===== src/rtl/datapath_sequencer.sv =====
// datapath_sequencer: steps DatapathRegALU through one instruction at a time.
// An instruction is latched in IDLE, its control word is driven for one EXEC
// cycle (plus one LD_WB cycle for loads), and completion is reported through
// done/retired. Every control output is registered so the datapath sees a
// glitch-free word for the whole cycle.
module datapath_sequencer (
    input  logic        clock,
    input  logic        reset,
    input  logic        instr_valid,
    input  logic [31:0] instr,
    input  logic [3:0]  status,
    output logic        instr_ready,
    output logic [4:0]  DA,
    output logic [4:0]  SA,
    output logic [4:0]  SB,
    output logic        W,
    output logic [63:0] K,
    output logic        BS,
    output logic [4:0]  FS,
    output logic        write,
    output logic        selEN,
    output logic [3:0]  flags,
    output logic [15:0] retired,
    output logic        done,
    output logic        illegal
);

    localparam logic [4:0] FS_OR  = 5'b00100;
    localparam logic [4:0] FS_ADD = 5'b01000;
    localparam logic [4:0] FS_XOR = 5'b01100;
    localparam logic [4:0] FS_LSL = 5'b10000;

    localparam logic [4:0] REG_ZERO = 5'd31;

    localparam logic [3:0] OP_LDI  = 4'd1;
    localparam logic [3:0] OP_ADD  = 4'd2;
    localparam logic [3:0] OP_XOR  = 4'd3;
    localparam logic [3:0] OP_LSLI = 4'd4;
    localparam logic [3:0] OP_ST   = 4'd5;
    localparam logic [3:0] OP_LD   = 4'd6;
    localparam logic [3:0] OP_ADDI = 4'd7;

    typedef enum logic [1:0] {
        IDLE  = 2'd0,
        EXEC  = 2'd1,
        LD_WB = 2'd2
    } state_t;

    state_t      state_q, state_d;
    logic [3:0]  op_q, op_d;
    logic [4:0]  rd_q, rd_d;
    logic [4:0]  da_q, da_d;
    logic [4:0]  sa_q, sa_d;
    logic [4:0]  sb_q, sb_d;
    logic        w_q, w_d;
    logic [63:0] k_q, k_d;
    logic        bs_q, bs_d;
    logic [4:0]  fs_q, fs_d;
    logic        write_q, write_d;
    logic        sel_en_q, sel_en_d;
    logic        ready_q, ready_d;
    logic [3:0]  flags_q, flags_d;
    logic [15:0] retired_q, retired_d;
    logic        done_q, done_d;
    logic        illegal_q, illegal_d;

    logic [3:0]  op_in;
    logic [4:0]  rd_in;
    logic [4:0]  rs1_in;
    logic [4:0]  rs2_in;
    logic [12:0] imm_in;
    logic [63:0] imm_ext;

    assign op_in   = instr[31:28];
    assign rd_in   = instr[27:23];
    assign rs1_in  = instr[22:18];
    assign rs2_in  = instr[17:13];
    assign imm_in  = instr[12:0];
    assign imm_ext = {51'd0, imm_in};

    // Next-state and next control word: the word for a cycle is decided one
    // edge early so that it can be driven straight from flops.
    always_comb begin
        state_d   = state_q;
        op_d      = op_q;
        rd_d      = rd_q;
        da_d      = 5'd0;
        sa_d      = 5'd0;
        sb_d      = 5'd0;
        w_d       = 1'b0;
        k_d       = 64'd0;
        bs_d      = 1'b0;
        fs_d      = FS_OR;
        write_d   = 1'b0;
        sel_en_d  = 1'b0;
        ready_d   = 1'b0;
        done_d    = 1'b0;
        flags_d   = flags_q;
        retired_d = retired_q;
        illegal_d = illegal_q;

        case (state_q)
            IDLE: begin
                ready_d = 1'b1;
                if (instr_valid && ready_q) begin
                    state_d   = EXEC;
                    op_d      = op_in;
                    rd_d      = rd_in;
                    ready_d   = 1'b0;
                    done_d    = (op_in != OP_LD);
                    illegal_d = illegal_q | op_in[3];
                    case (op_in)
                        OP_LDI: begin
                            da_d = rd_in;
                            sa_d = REG_ZERO;
                            bs_d = 1'b1;
                            k_d  = imm_ext;
                            fs_d = FS_OR;
                            w_d  = 1'b1;
                        end
                        OP_ADD, OP_XOR: begin
                            da_d = rd_in;
                            sa_d = rs1_in;
                            sb_d = rs2_in;
                            fs_d = (op_in == OP_ADD) ? FS_ADD : FS_XOR;
                            w_d  = 1'b1;
                        end
                        OP_LSLI, OP_ADDI: begin
                            da_d = rd_in;
                            sa_d = rs1_in;
                            bs_d = 1'b1;
                            k_d  = imm_ext;
                            fs_d = (op_in == OP_LSLI) ? FS_LSL : FS_ADD;
                            w_d  = 1'b1;
                        end
                        OP_ST: begin
                            sa_d    = rs1_in;
                            sb_d    = rs2_in;
                            bs_d    = 1'b1;
                            write_d = 1'b1;
                        end
                        OP_LD: begin
                            sa_d = rs1_in;
                            bs_d = 1'b1;
                        end
                        default: begin
                            // NOP and undefined opcodes keep the idle word.
                        end
                    endcase
                end
            end

            EXEC: begin
                if (op_q == OP_LD) begin
                    // Address path stays put while memory data is written back.
                    state_d  = LD_WB;
                    sa_d     = sa_q;
                    bs_d     = bs_q;
                    k_d      = k_q;
                    fs_d     = fs_q;
                    da_d     = rd_q;
                    w_d      = 1'b1;
                    sel_en_d = 1'b1;
                    done_d   = 1'b1;
                end else begin
                    state_d   = IDLE;
                    ready_d   = 1'b1;
                    retired_d = retired_q + 16'd1;
                    if (op_q inside {OP_LDI, OP_ADD, OP_XOR, OP_LSLI, OP_ADDI}) begin
                        flags_d = status;
                    end
                end
            end

            LD_WB: begin
                state_d   = IDLE;
                ready_d   = 1'b1;
                retired_d = retired_q + 16'd1;
            end

            default: begin
                state_d = IDLE;
                ready_d = 1'b1;
            end
        endcase
    end

    // State, latched instruction fields and the registered control word;
    // reset drops straight back to the idle word so no W/write pulse escapes.
    always_ff @(posedge clock or posedge reset) begin
        if (reset) begin
            state_q   <= IDLE;
            op_q      <= 4'd0;
            rd_q      <= 5'd0;
            da_q      <= 5'd0;
            sa_q      <= 5'd0;
            sb_q      <= 5'd0;
            w_q       <= 1'b0;
            k_q       <= 64'd0;
            bs_q      <= 1'b0;
            fs_q      <= FS_OR;
            write_q   <= 1'b0;
            sel_en_q  <= 1'b0;
            ready_q   <= 1'b1;
            flags_q   <= 4'd0;
            retired_q <= 16'd0;
            done_q    <= 1'b0;
            illegal_q <= 1'b0;
        end else begin
            state_q   <= state_d;
            op_q      <= op_d;
            rd_q      <= rd_d;
            da_q      <= da_d;
            sa_q      <= sa_d;
            sb_q      <= sb_d;
            w_q       <= w_d;
            k_q       <= k_d;
            bs_q      <= bs_d;
            fs_q      <= fs_d;
            write_q   <= write_d;
            sel_en_q  <= sel_en_d;
            ready_q   <= ready_d;
            flags_q   <= flags_d;
            retired_q <= retired_d;
            done_q    <= done_d;
            illegal_q <= illegal_d;
        end
    end

    assign instr_ready = ready_q;
    assign DA          = da_q;
    assign SA          = sa_q;
    assign SB          = sb_q;
    assign W           = w_q;
    assign K           = k_q;
    assign BS          = bs_q;
    assign FS          = fs_q;
    assign write       = write_q;
    assign selEN       = sel_en_q;
    assign flags       = flags_q;
    assign retired     = retired_q;
    assign done        = done_q;
    assign illegal     = illegal_q;

endmodule


===== config.mk =====
export PLATFORM = sky130hd
export DESIGN_NAME = datapath_sequencer
export DESIGN_NICKNAME = d
export VERILOG_FILES = /design/src/rtl/datapath_sequencer.sv
export SDC_FILE = /design/constraint.sdc
export NUM_CORES = 1
export LEC_CHECK = 0
export CORE_UTILIZATION = 36
export CTS_CLUSTER_DIAMETER = 80
export CTS_CLUSTER_SIZE = 28
export DETAILED_ROUTE_END_ITERATION = 8
export PLACE_DENSITY = 0.68
export REMOVE_ABC_BUFFERS = 1
export SYNTH_ARGS = -nofsm -noshare
export SYNTH_HDL_FRONTEND = slang
export SYNTH_SLANG_ARGS = --single-unit

===== constraint.sdc =====
create_clock -name clock -period 2.58 [get_ports clock]
set_input_delay 0.645 -clock clock [delete_from_list [all_inputs] [get_ports clock]]
set_output_delay 0.645 -clock clock [all_outputs]
set_load 0.02 [all_outputs]

==> metrics <==
Setup Fix Bufs, Post-CTS=0; ANT cells=0; Clk Latency, worst-skew pair=approximately 0.34 ns; top cell type's share of synthesized area=51.03%; met3 usage=5.827%; post-synthesis sequential area ratio=between 50% and 60%; P per Cell Area=720.6 nW/um2; Total GRT Usage=15.28%; max-slew violation count=0; Synth Cell Area=3286 um2; Critical Path AT=1.50 ns; Worst Clk Skew=0.01286 ns; DRC=0; maximum VDD drop=0.3630 mV; die height=97.54 um; main flop type after synthesis=dfrtp_1; final hold vios=0; final worst-path cycle share=83.29%; worst-case clock buffer depth=2; Die X=slightly below 100 um; largest net degree at the start of global routing=70; post-synthesis cell count=300; fraction of layout cells with a size suffix above 1=8.685%; Top delay family on crit path=buffers and inverters; port bufs=96; Slew HR=56.70%; Resized cells post-CTS=0; LEAKAGE=0.001968 uW; Final min period=2.149 ns; Yosys warnings=0; Setup WS pre-CTS=0.1421 ns; number of global-route vias before repair=2,229; Unique masters post-synth=40; CP Launch Type=register; CTS Hold Bufs=0; GR Util met2=24.74%; slew at the pin with the worst max-slew slack=0.6495 ns; CTS tree=built; vias per cell=around 4.5; core area=8763 um2; Initial Utilization=37.49%; crit path buf inv count=1; outcome=finished clean; first-pass iteration count of the detailed router=4; Row Count=34; Routed WL=6899 um; number of routed nets with antenna violations=0; DR iter-0 viols=86; setup TNS=0 ns; Crit Path Class=reg -> out; most frequent cells in the layout=clkdlybuf4s50_1 (96), dfrtp_1 (67), conb_1 (53); RSZ-0062 raised after global routing=no; die area=9513 um2; HPWL Detailed=4929 um; H-tree Lvls=3; ranking of synthesized cells by area=dfrtp_1 (51%), buf_4 (12%), nand2_1 (5.0%), xnor2_1 (3.7%), a22o_1 (3.5%); Root Driver=clkbuf_8; critical path's slowest cell=clkdlybuf4s50_1; synthesis-to-layout area growth=31.65%; drt wl/cell=13.50 um; initial antenna violation count=0; busiest grt layer=met2; clock sink count=69; crit end category=output port; commonest non-fill, non-tap cell in the layout=clkdlybuf4s50_1; #FFs+latches synth=69; met1 Use GR=~19%; total power=3117 uW; critical path, cell by cell=clkdlybuf4s50_1; wire length of the first global-routing pass=roughly 11,000 um; register clock-pin slew on the reported worst setup and hold paths=~0.080 ns; number of flops mapped to enable cells by yosys=0; # setup viols final=0; global route overflow=0; syn avg cell area=10.95 um2; CTS buffer count=9; fmax=between 0.4 and 0.5 GHz; HP Class=reg -> reg; CP Max Fanout=2; post-synthesis async set-or-reset flop share=100.0%; Placer Congestion=0.7950; Max stage delay on crit path=0.63 ns; Ports=150; max_cap viols=0; DR vias=approximately 2.3k; fin nets=438; leading area contributor after synthesis=dfrtp_1; post-route setup slack=about 0.43 ns; Required @ worst endpoint=about 1.9 ns
[synthesized netlist by cell type, types with 3 or more instances]
cell and n:
nand3b_1 3, nand3_1 6, buf_4 53, a21oi_1 6
nand2b_1 7, a32o_1 6, o21ai_0 7, buf_6 3
nor3_1 3, dfrtp_1 67, xor2_1 3, mux2_4 4
buf_2 8, xnor2_1 14, nand2_1 44, and2_1 7
a22o_1 13, nand4_1 7, nor2_1 10
[sequential cells by signal, indices dropped and copies added, names as in the netlist]
register and count:
state_q 2, FS 3, rd_q 5, DA 5, SA 5, flags 4
W 1, instr_ready 1, op_q 4, done 1, K 13, write 1
selEN 1, retired 16, illegal 1, SB 5, BS 1
[metal layers]
layer,vias up,routed length (um),share of wire (%)
li1,1093,-,-
met1,1117,2952,43
met2,103,3328,48
met3,9,538,7.8
met4,0,80,1.2
met5,-,0,0
[stage by stage]
stage          util [%]  cell area, um2  hold WS (ns)  std cells
2_1_floorplan         -            3002        0.4460        286
3_3_place_gp      47.33            4148        0.4535        495
3_5_place_dp      47.33            4148        0.4581        495
4_1_cts           49.36            4325        0.4762        511
5_1_grt           49.36            4325        0.4804        511
6_report          49.36            4325        0.4693        511
[path summary, 6_finish.rpt]
path / from / end / slack, ns / cells after the start
worst min register to register: retired[15] / retired[15] / 0.47 / 1
max in group asynchronous: reset / FS[2] / 1.56 / 3
worst max-delay path: instr_ready / instr_ready / 0.43 / 1
min in group asynchronous: reset / done / 0.70 / 3
worst min-delay path: retired[15] / retired[15] / 0.47 / 1
worst max register to register: op_q[1] / retired[10] / 0.88 / 4
[final cells by class]
cell class                 count  area (um2)
timing repair buffer         101        1011
fill                         830        4438
tap                          108       135.1
inverter                       2       7.507
clock inverter                 5       36.28
multi-input combinational    215        1265
sequential                    69        1729
clock buffer                  11       141.4
[cells by family after synthesis]
logic type	synth area share [%]
XOR/XNOR	4.532
AND/OR/NAND/NOR	15.77
flip-flops	52.63
multiplexers	2.780
other	0.1141
adder cells (fa/ha/maj)	0.3807
buffers and inverters	14.81
AO/OA/AOI/OAI	8.987
[power breakdown]
part | total [uW] | switching, uW | internal, uW | leakage (uW)
clock network | 786 | 410 | 377 | 0.0000820
registers | 1390 | 141 | 1250 | 0.000911
logic | 936 | 499 | 437 | 0.000975
Power figures use the tool's default switching activity.
